[config.mk]
export PLATFORM = sky130hd
export DESIGN_NAME = chocorrol_seq
export DESIGN_NICKNAME = d
export VERILOG_FILES = /design/src/rtl/chocorrol_seq.sv
export SDC_FILE = /design/constraint.sdc
export NUM_CORES = 1
export LEC_CHECK = 0
export ABC_AREA = 0
export ABC_CLOCK_PERIOD_IN_PS = 2900
export BUFFER_PORTS_ARGS = -buffer_cell sky130_fd_sc_hd__buf_2
export CAP_MARGIN = 20
export CORE_UTILIZATION = 50
export CTS_BUF_LIST = sky130_fd_sc_hd__clkbuf_4 sky130_fd_sc_hd__clkbuf_8 sky130_fd_sc_hd__clkbuf_16
export DETAILED_ROUTE_END_ITERATION = 16
export PLACE_DENSITY = 0.71
export SYNTH_ARGS = -nofsm -noshare
export SYNTH_HDL_FRONTEND = slang
export SYNTH_SLANG_ARGS = --single-unit
[constraint.sdc]
create_clock -name clk -period 2.9 [get_ports clk]
set_input_delay 0.87 -clock clk [delete_from_list [all_inputs] [get_ports clk]]
set_output_delay 0.87 -clock clk [all_outputs]
set_load 0.01 [all_outputs]
[src/rtl/chocorrol_seq.sv]
// chocorrol_seq: instruction sequencer for the chocorrol register-file /
// ALU / result-memory datapath.
//
// Instruction words come in over a valid/ready handshake and are buffered
// in a small FIFO. Each one is issued to the datapath as READ, EXEC, WRITE.
// Both write enables belong to this block: op_we is tied low and res_we is
// asserted only in WRITE.
//
// Ports:
//   clk          system clock, rising edge
//   rst          synchronous, active-high reset
//   instr_valid  upstream instruction present
//   instr_in     [17:13] rs, [12:10] sel, [9:5] rt, [4:0] rd; [19:18] ignored
//   instr_ready  FIFO can accept (registered, equals !full)
//   ctrl_word    {op_we, res_we, rs, sel, rt, rd} to the datapath
//   zflow        ALU zero flag, sampled in EXEC only
//   busy         FSM is not in IDLE
//   done         one-cycle pulse the cycle after WRITE
//   zero_last    zflow captured in EXEC of the last retired instruction
//   retired      count of completed WRITE phases (wraps)
//
// Optional build macro CHOCORROL_SKIP_ON_ZERO_EN: when the retiring
// instruction saw zflow=1, the following instruction is dropped.
//
// state  | meaning
// IDLE   | waiting for a FIFO entry; ctrl_word = 0
// READ   | operands addressed from ir
// EXEC   | ALU evaluates; zflow captured
// WRITE  | res_we asserted; retire and pop next if available
module chocorrol_seq #(
  parameter int FIFO_DEPTH = 4,
  parameter int CNT_W      = 16
) (
  input  logic             clk,
  input  logic             rst,
  input  logic             instr_valid,
  input  logic [19:0]      instr_in,
  output logic             instr_ready,
  output logic [19:0]      ctrl_word,
  input  logic             zflow,
  output logic             busy,
  output logic             done,
  output logic             zero_last,
  output logic [CNT_W-1:0] retired
);

  localparam int AW = $clog2(FIFO_DEPTH);
  localparam logic [AW:0] DEPTH_C = (AW + 1)'(FIFO_DEPTH);

  typedef enum logic [1:0] {
    S_IDLE  = 2'd0,
    S_READ  = 2'd1,
    S_EXEC  = 2'd2,
    S_WRITE = 2'd3
  } state_t;

  logic [17:0]      mem_q [FIFO_DEPTH];
  logic [AW-1:0]    wr_ptr_q, rd_ptr_q;
  logic [AW:0]      cnt_q, cnt_d;
  logic             fifo_full, fifo_empty;
  logic             push, pop;

  state_t           state_q, state_d;
  logic [17:0]      ir_q;
  logic             ir_load;
  logic             zf_q;
  logic             done_q;
  logic             zero_last_q;
  logic [CNT_W-1:0] retired_q;
`ifdef CHOCORROL_SKIP_ON_ZERO_EN
  logic             skip_q, skip_d;
`endif

  // Opcode-extension bits are not used by this datapath.
  logic unused_hi_bits;
  assign unused_hi_bits = ^instr_in[19:18];

  assign fifo_full   = (cnt_q == DEPTH_C);
  assign fifo_empty  = (cnt_q == '0);
  assign instr_ready = !fifo_full;
  assign push        = instr_valid && !fifo_full;

  always_comb begin
    cnt_d = cnt_q;
    case ({push, pop})
      2'b10:   cnt_d = cnt_q + 1'b1;
      2'b01:   cnt_d = cnt_q - 1'b1;
      default: cnt_d = cnt_q;
    endcase
  end

  always_ff @(posedge clk) begin
    if (push) mem_q[wr_ptr_q] <= instr_in[17:0];
  end

  // Pops only ever come from the FSM, which checks fifo_empty, and the
  // popped entry is read from storage, so a push into an empty FIFO is
  // not visible until the following cycle.
  always_comb begin
    state_d = state_q;
    pop     = 1'b0;
    ir_load = 1'b0;
`ifdef CHOCORROL_SKIP_ON_ZERO_EN
    skip_d  = skip_q;
`endif
    case (state_q)
      S_IDLE: begin
        if (!fifo_empty) begin
          pop = 1'b1;
`ifdef CHOCORROL_SKIP_ON_ZERO_EN
          if (skip_q) begin
            skip_d = 1'b0;
          end else begin
            ir_load = 1'b1;
            state_d = S_READ;
          end
`else
          ir_load = 1'b1;
          state_d = S_READ;
`endif
        end
      end
      S_READ: state_d = S_EXEC;
      S_EXEC: state_d = S_WRITE;
      S_WRITE: begin
        state_d = S_IDLE;
`ifdef CHOCORROL_SKIP_ON_ZERO_EN
        if (zf_q) begin
          if (!fifo_empty) pop = 1'b1;
          else             skip_d = 1'b1;
        end else if (!fifo_empty) begin
          pop     = 1'b1;
          ir_load = 1'b1;
          state_d = S_READ;
        end
`else
        if (!fifo_empty) begin
          pop     = 1'b1;
          ir_load = 1'b1;
          state_d = S_READ;
        end
`endif
      end
      default: state_d = S_IDLE;
    endcase
  end

  always_ff @(posedge clk) begin
    if (rst) begin
      wr_ptr_q    <= '0;
      rd_ptr_q    <= '0;
      cnt_q       <= '0;
      state_q     <= S_IDLE;
      ir_q        <= '0;
      zf_q        <= 1'b0;
      done_q      <= 1'b0;
      zero_last_q <= 1'b0;
      retired_q   <= '0;
`ifdef CHOCORROL_SKIP_ON_ZERO_EN
      skip_q      <= 1'b0;
`endif
    end else begin
      // Power-of-two depth lets the pointers wrap naturally.
      if (push) wr_ptr_q <= wr_ptr_q + 1'b1;
      if (pop)  rd_ptr_q <= rd_ptr_q + 1'b1;
      cnt_q   <= cnt_d;
      state_q <= state_d;
      if (ir_load) ir_q <= mem_q[rd_ptr_q];
      if (state_q == S_EXEC) zf_q <= zflow;
      done_q <= (state_q == S_WRITE);
      if (state_q == S_WRITE) begin
        retired_q   <= retired_q + CNT_W'(1);
        zero_last_q <= zf_q;
      end
`ifdef CHOCORROL_SKIP_ON_ZERO_EN
      skip_q <= skip_d;
`endif
    end
  end

  // Decoded from registered state and ir only; op_we is never driven high.
  always_comb begin
    ctrl_word = '0;
    case (state_q)
      S_READ, S_EXEC: ctrl_word = {2'b00, ir_q};
      S_WRITE:        ctrl_word = {2'b01, ir_q};
      default:        ctrl_word = '0;
    endcase
  end

  assign busy      = (state_q != S_IDLE);
  assign done      = done_q;
  assign zero_last = zero_last_q;
  assign retired   = retired_q;

endmodule

== Word-level counts from Yosys, hierarchy flattened ==
Memory sizes are Yosys's and may differ from the RTL's. A register that Yosys moved wholly into a read port is not among the register bits.
Index checks and enable logic that the tools add are counted.
Widths: inputs -> output; s select.

* Flip-flop bits (word level): 28
* Memory bits (writable): 72
* Input port bits: 24
* Output and inout bits: 40
* Memories kept: 1

* $add $sub $neg: 5
* Eq/ne operators: 7
* Mux-type cells: 9
* Reduce and logical (&&, ||, !) cells: 8

{| class="wikitable"
|+ Memory list
! name !! depth !! width !! read ports !! clocked after memory_dff !! wr ports !! line !! text
|-
| mem_q || 4 || 18 || 1 || 1 || 1 || 57 || <nowiki>logic [17:0] mem_q [FIFO_DEPTH];</nowiki>
|}

{| class="wikitable"
|+ Operator list
! kind !! count
|-
| $pmux 19 s2 || 1
|-
| $add 16x1->16 const B || 1
|-
| $pmux 2 s4 || 1
|-
| $eq 2x2->1 const B || 3
|-
| $pmux 3 s2 || 1
|-
| $mux 1 || 5
|-
| $add 2x1->2 const B || 2
|-
| $eq 2x1->1 const B || 2
|-
| $reduce_bool 2->1 || 2
|-
| $reduce_or 2->1 || 2
|-
| $add 3x1->3 const B || 1
|-
| $eq 3x3->1 const B || 1
|-
| $logic_not 3->1 || 1
|-
| $sub 3x1->3 const B || 1
|-
| $logic_not 2->1 || 1
|-
| $mux 2 || 1
|-
| $ne 2x2->1 const B || 1
|-
| $logic_and 1x1->1 || 1
|-
| $logic_not 1->1 || 1
|}

== Logic depth before layout (Yosys ltp) ==
* Word-level depth: 5
* Mapped depth: 12

== Least setup slack after synthesis ==
No wires, ideal clock.

* Kind: flip-flop to flip-flop
* From: register state_q[1]
* To: register cnt_q[2]
* Setup time: 0.070 ns
* Arrival time: 2.416 ns
* Required time: 2.830 ns
* Setup slack: 0.414 ns
* Stages on the path, launching flop included: 13
* Buffers on the path: 2
* Cell sequence: dfxtp_1 inv_1 ha_1 or2_1 buf_6 inv_6 buf_6 ha_1 inv_1 fa_1 xor2_1 or3_1 a21oi_1

* Cells in the longest elaborated chain, start to end: 5
* Elaborated cells between the ends (all ways): 8
* Classes of those cells: eq/ne: 3; mux: 2; reduce/logical: 3

{| class="wikitable"
|+ RTL lines
! element !! line !! text
|-
| start: declaration || 63 || <nowiki>state_t state_q, state_d;</nowiki>
|-
| start signal: assignment || 167 || <nowiki>state_q <= state_d;</nowiki>
|-
| $eq 2x2->1 / $logic_not 2->1 (equally long branches) || -- ||
|-
| $reduce_or 2->1 (no source line) (*) || -- ||
|-
| $mux 1 (*) || -- ||
|-
| net ir_load || 65 || <nowiki>logic ir_load;</nowiki>
|-
| $eq 2x1->1 / $eq 2x2->1 (equally long branches) || 85 || <nowiki>case ({push, pop})</nowiki>
|-
| $pmux 3 s2 / $reduce_bool 2->1 (equally long branches) || -- ||
|-
| end signal: assignment || 166 || <nowiki>cnt_q <= cnt_d;</nowiki>
|-
| end: declaration || 59 || <nowiki>logic [AW:0] cnt_q, cnt_d;</nowiki>
|}

Mark *: on every way through the listed nets, which the timed path passes. The rest lies on a longest branch.
A chain may end at the register's enable or synchronous reset.

== Final worst setup path ==
* From: register state_q[0]
* To: output port ctrl_word[3]

* Cells in the longest elaborated chain, start to end: 3
* Elaborated cells between the ends (all ways): 5
* Classes of those cells: eq/ne: 3; mux: 1; reduce/logical: 1

{| class="wikitable"
|+ RTL lines
! element !! line !! text
|-
| $eq 2x2->1 / $eq 2x1->1 (equally long branches) || 184 || <nowiki>case (state_q)</nowiki>
|-
| $reduce_or 2->1 || 184 ||
|-
| $pmux 19 s2 (*) || 184 ||
|-
| end: declaration || 39 || <nowiki>output logic [19:0] ctrl_word,</nowiki>
|}

Every way passes the cells marked *; elsewhere a longest branch is shown, timed or not.

==> out/qor.csv <==
metric;value;unit
status;finished, final reports clean;
die width;99.85;um
Antenna Cells;0;
floorplan core area;0.009240;mm^2
die area;0.009969;mm^2
final hold slack;0.4520;ns
ANT nets after route;0;
first-pass GRT wire length;14050;um
setup repair bufs after CTS;0;
max_cap viols;0;
Synth Warn #;0;
Worst Tran Pin Value;0.5079;ns
share of layout cells above drive strength 1;30.59;%
nets;461;
HP Class;flip-flop to flip-flop;
Die Y;99.85;um
Rel. slew slack;66.14;%
post-detail-place hpwl;5373;um
gpl congestion;0.7550;
# rows;35;
post-synth top area cell;edfxtp_1;
crit-path max FO;8;
Pre-antenna DRT Iters;6;
post-synthesis cell type count;43;
routed length per instance;15.39;um
Synth Register Bits;118;
Port Buf Inserts;60;
Hold Vio Cnt, Final;0;
RR Startpoint;state_q[0];
Initial Util;51.81;%
synthesized area per cell;13.60;um^2
iteration-0 DRC count of the detailed router;153;
register area share after synthesis;64.40;%
vias;2917;
clock sinks;118;
final WL;8727;um
Worst setup EP type;output port;
DR DRC count;0;
fmax;0.3654;GHz
WHS Path Cells;2;
maximum vdd drop;0.5878;mV
pin count of the biggest net entering global routing;27;
worst reg-to-reg setup slack;0.39;ns
Worst Path Arrival;1.87;ns
Synthesized Nets;387;
top cell type's share of synthesized area;45.16;%
Setup Skew;0.007304;ns
Worst-path clk slew;0.05;ns
vias in the first global route;2831;
pwr dens;959.6;mW/mm^2
Total GRT Usage;19.35;%
Mapped Cells;352;
Register-to-Register Path Depth;10;
# hold bufs at CTS;0;
post-CTS sizing;0;
Hold Crit Start;ir_q[9];
RSZ-0062 raised after global routing;no;
Layout Area Growth over Synthesis;22.01;%
# setup viols final;0;
initial antenna violation count;0;
most frequent cells in the layout;72 x edfxtp_1, 60 x buf_2, 46 x nand2_1;
io pins;64;
Syn Std Cell Area;0.004787;mm^2
fin crit period;2.737;ns
CP Launch Type;flip-flop;
most area-consuming cells after synthesis;edfxtp_1 45%, dfxtp_1 19%, mux4_2 8.5%;
Setup Crit Path Kind;flip-flop to output port;
Req. time, crit path;2.03;ns
Vias/cell;5.145;
Final Max Slew Viols;0;
CTS buffer count;17;
cell leakage power;2.194;nW
clk buf depth;2;
CTS tree;built;
commonest non-fill, non-tap cell in the layout;edfxtp_1;
clk_lat worst skew;0.51;ns
Fill cells;677;
total global routing overflow;0;
Reg-to-Reg End;cnt_q[2];
number of H-tree levels;4;
hold path endpoint;ir_q[9];
Root Buffer Master;clkbuf_8;
period utilization;94.37;%
setup TNS;0;ns
## where the power goes
group          internal, W  total (W)  switching [W]
clock network      0.00141    0.00212       0.000712
registers          0.00204    0.00217       0.000124
logic             0.000572    0.00132       0.000747
total              0.00402    0.00560        0.00158
## metal layers
metal / share of wire (%) / track usage (%) / wire length (um) / vias to the layer above
met5: 0 / 0 / 0 / -
met4: 1.3 / 7.466 / 111 / 0
met3: 5.8 / 6.825 / 510 / 15
met2: 51 / 33.74 / 4445 / 82
met1: 42 / 21.79 / 3658 / 1415
li1: - / - / - / 1405
## cells by family after synthesis
logic type                 count (synthesis)  synth area share (%)
buffers and inverters                     28                 3.450
DFF                                      118                 64.40
muxes                                     23                 9.566
xor gates and xnor gates                  16                 3.084
other                                      1               0.07834
and+or+nand+nor                          125                 13.12
adders and majority gates                 11                 3.032
AOI/OAI and AO/OA                         30                 3.267
## cell usage after synthesis
library cell / count
nor3b_1: 1
mux2_2: 2
nand4_2: 1
clkinv_2: 1
clkbuf_1: 4
buf_4: 3
ha_1: 10
mux2i_1: 3
o21ai_0: 4
edfxtp_1: 72
or3b_4: 1
nor2_2: 1
xnor2_1: 10
nor4_2: 2
buf_6: 3
a211oi_1: 1
buf_1: 2
fa_1: 1
nand3_1: 4
a2111oi_0: 1
nor2b_1: 2
or3_1: 3
nor2_1: 28
nand2_1: 46
and2_1: 18
and2_4: 1
a21oi_1: 24
or2_1: 1
conb_1: 1
nor3_4: 1
xnor2_2: 1
inv_1: 10
buf_2: 3
nand4_1: 5
mux4_2: 18
inv_6: 1
xor2_1: 5
nand3_2: 1
nor3_1: 4
dfxtp_1: 46
and3_1: 4
buf_12: 1
nor4_1: 1
## sequential cells by signal, indices dropped and copies added (netlist names)
signal	count
mem_q	72
ir_q	18
retired	16
cnt_q	3
rd_ptr_q	2
state_q	2
wr_ptr_q	2
done	1
zero_last	1
zf_q	1
## worst max-delay path, cell delays in order (launching register included)
cell and delay, ns:
dfxtp_1 0.33, inv_1 0.11, ha_4 0.30, nor2_1 0.04
nor2_1 0.13, buf_4 0.17, and2_1 0.16, buf_2 0.13
## worst max path at each step
| stage | startpoint | slack, ns | to | cells after the start |
|---|---|---|---|---|
| detailed placement | state_q[1] | 0.31 | cnt_q[2] | 10 |
| CTS | state_q[1] | 0.04 | ctrl_word[3] | 7 |
| floorplan | state_q[1] | 0.41 | cnt_q[2] | 12 |
| global placement | state_q[1] | 0.39 | cnt_q[2] | 10 |
| global route | state_q[0] | 0.002 | ctrl_word[3] | 7 |
| finish | state_q[0] | 0.16 | ctrl_word[3] | 7 |
## through the flow
stage | power [W] | cell area (um^2) | worst slack (ns) | utilization, % | std cells
after global routing | 0.005899 | 5841 | 0.001930 | 63.21 | 567
final | 0.005604 | 5841 | 0.1632 | 63.21 | 567
after CTS | 0.005639 | 5827 | 0.04061 | 63.06 | 567
after global placement | 0.003464 | 5218 | 0.3889 | 56.47 | 536
after floorplan | 0.003252 | 4787 | 0.4139 | - | 352
after detailed placement | 0.003506 | 5218 | 0.3137 | 56.47 | 536
## cell type report
cell class,instances,area [um^2],share of cell area (%)
repair buffers,71,382.9,6.555
flip-flops and latches,118,3084,52.81
multi-input cells,206,1551,26.56
well taps,129,161.4,2.764
clock buffers,19,429.2,7.348
inverters,12,51.30,0.8783
clock inverters,12,180.2,3.085
No activity file was read; power rests on OpenSTA's default activity.
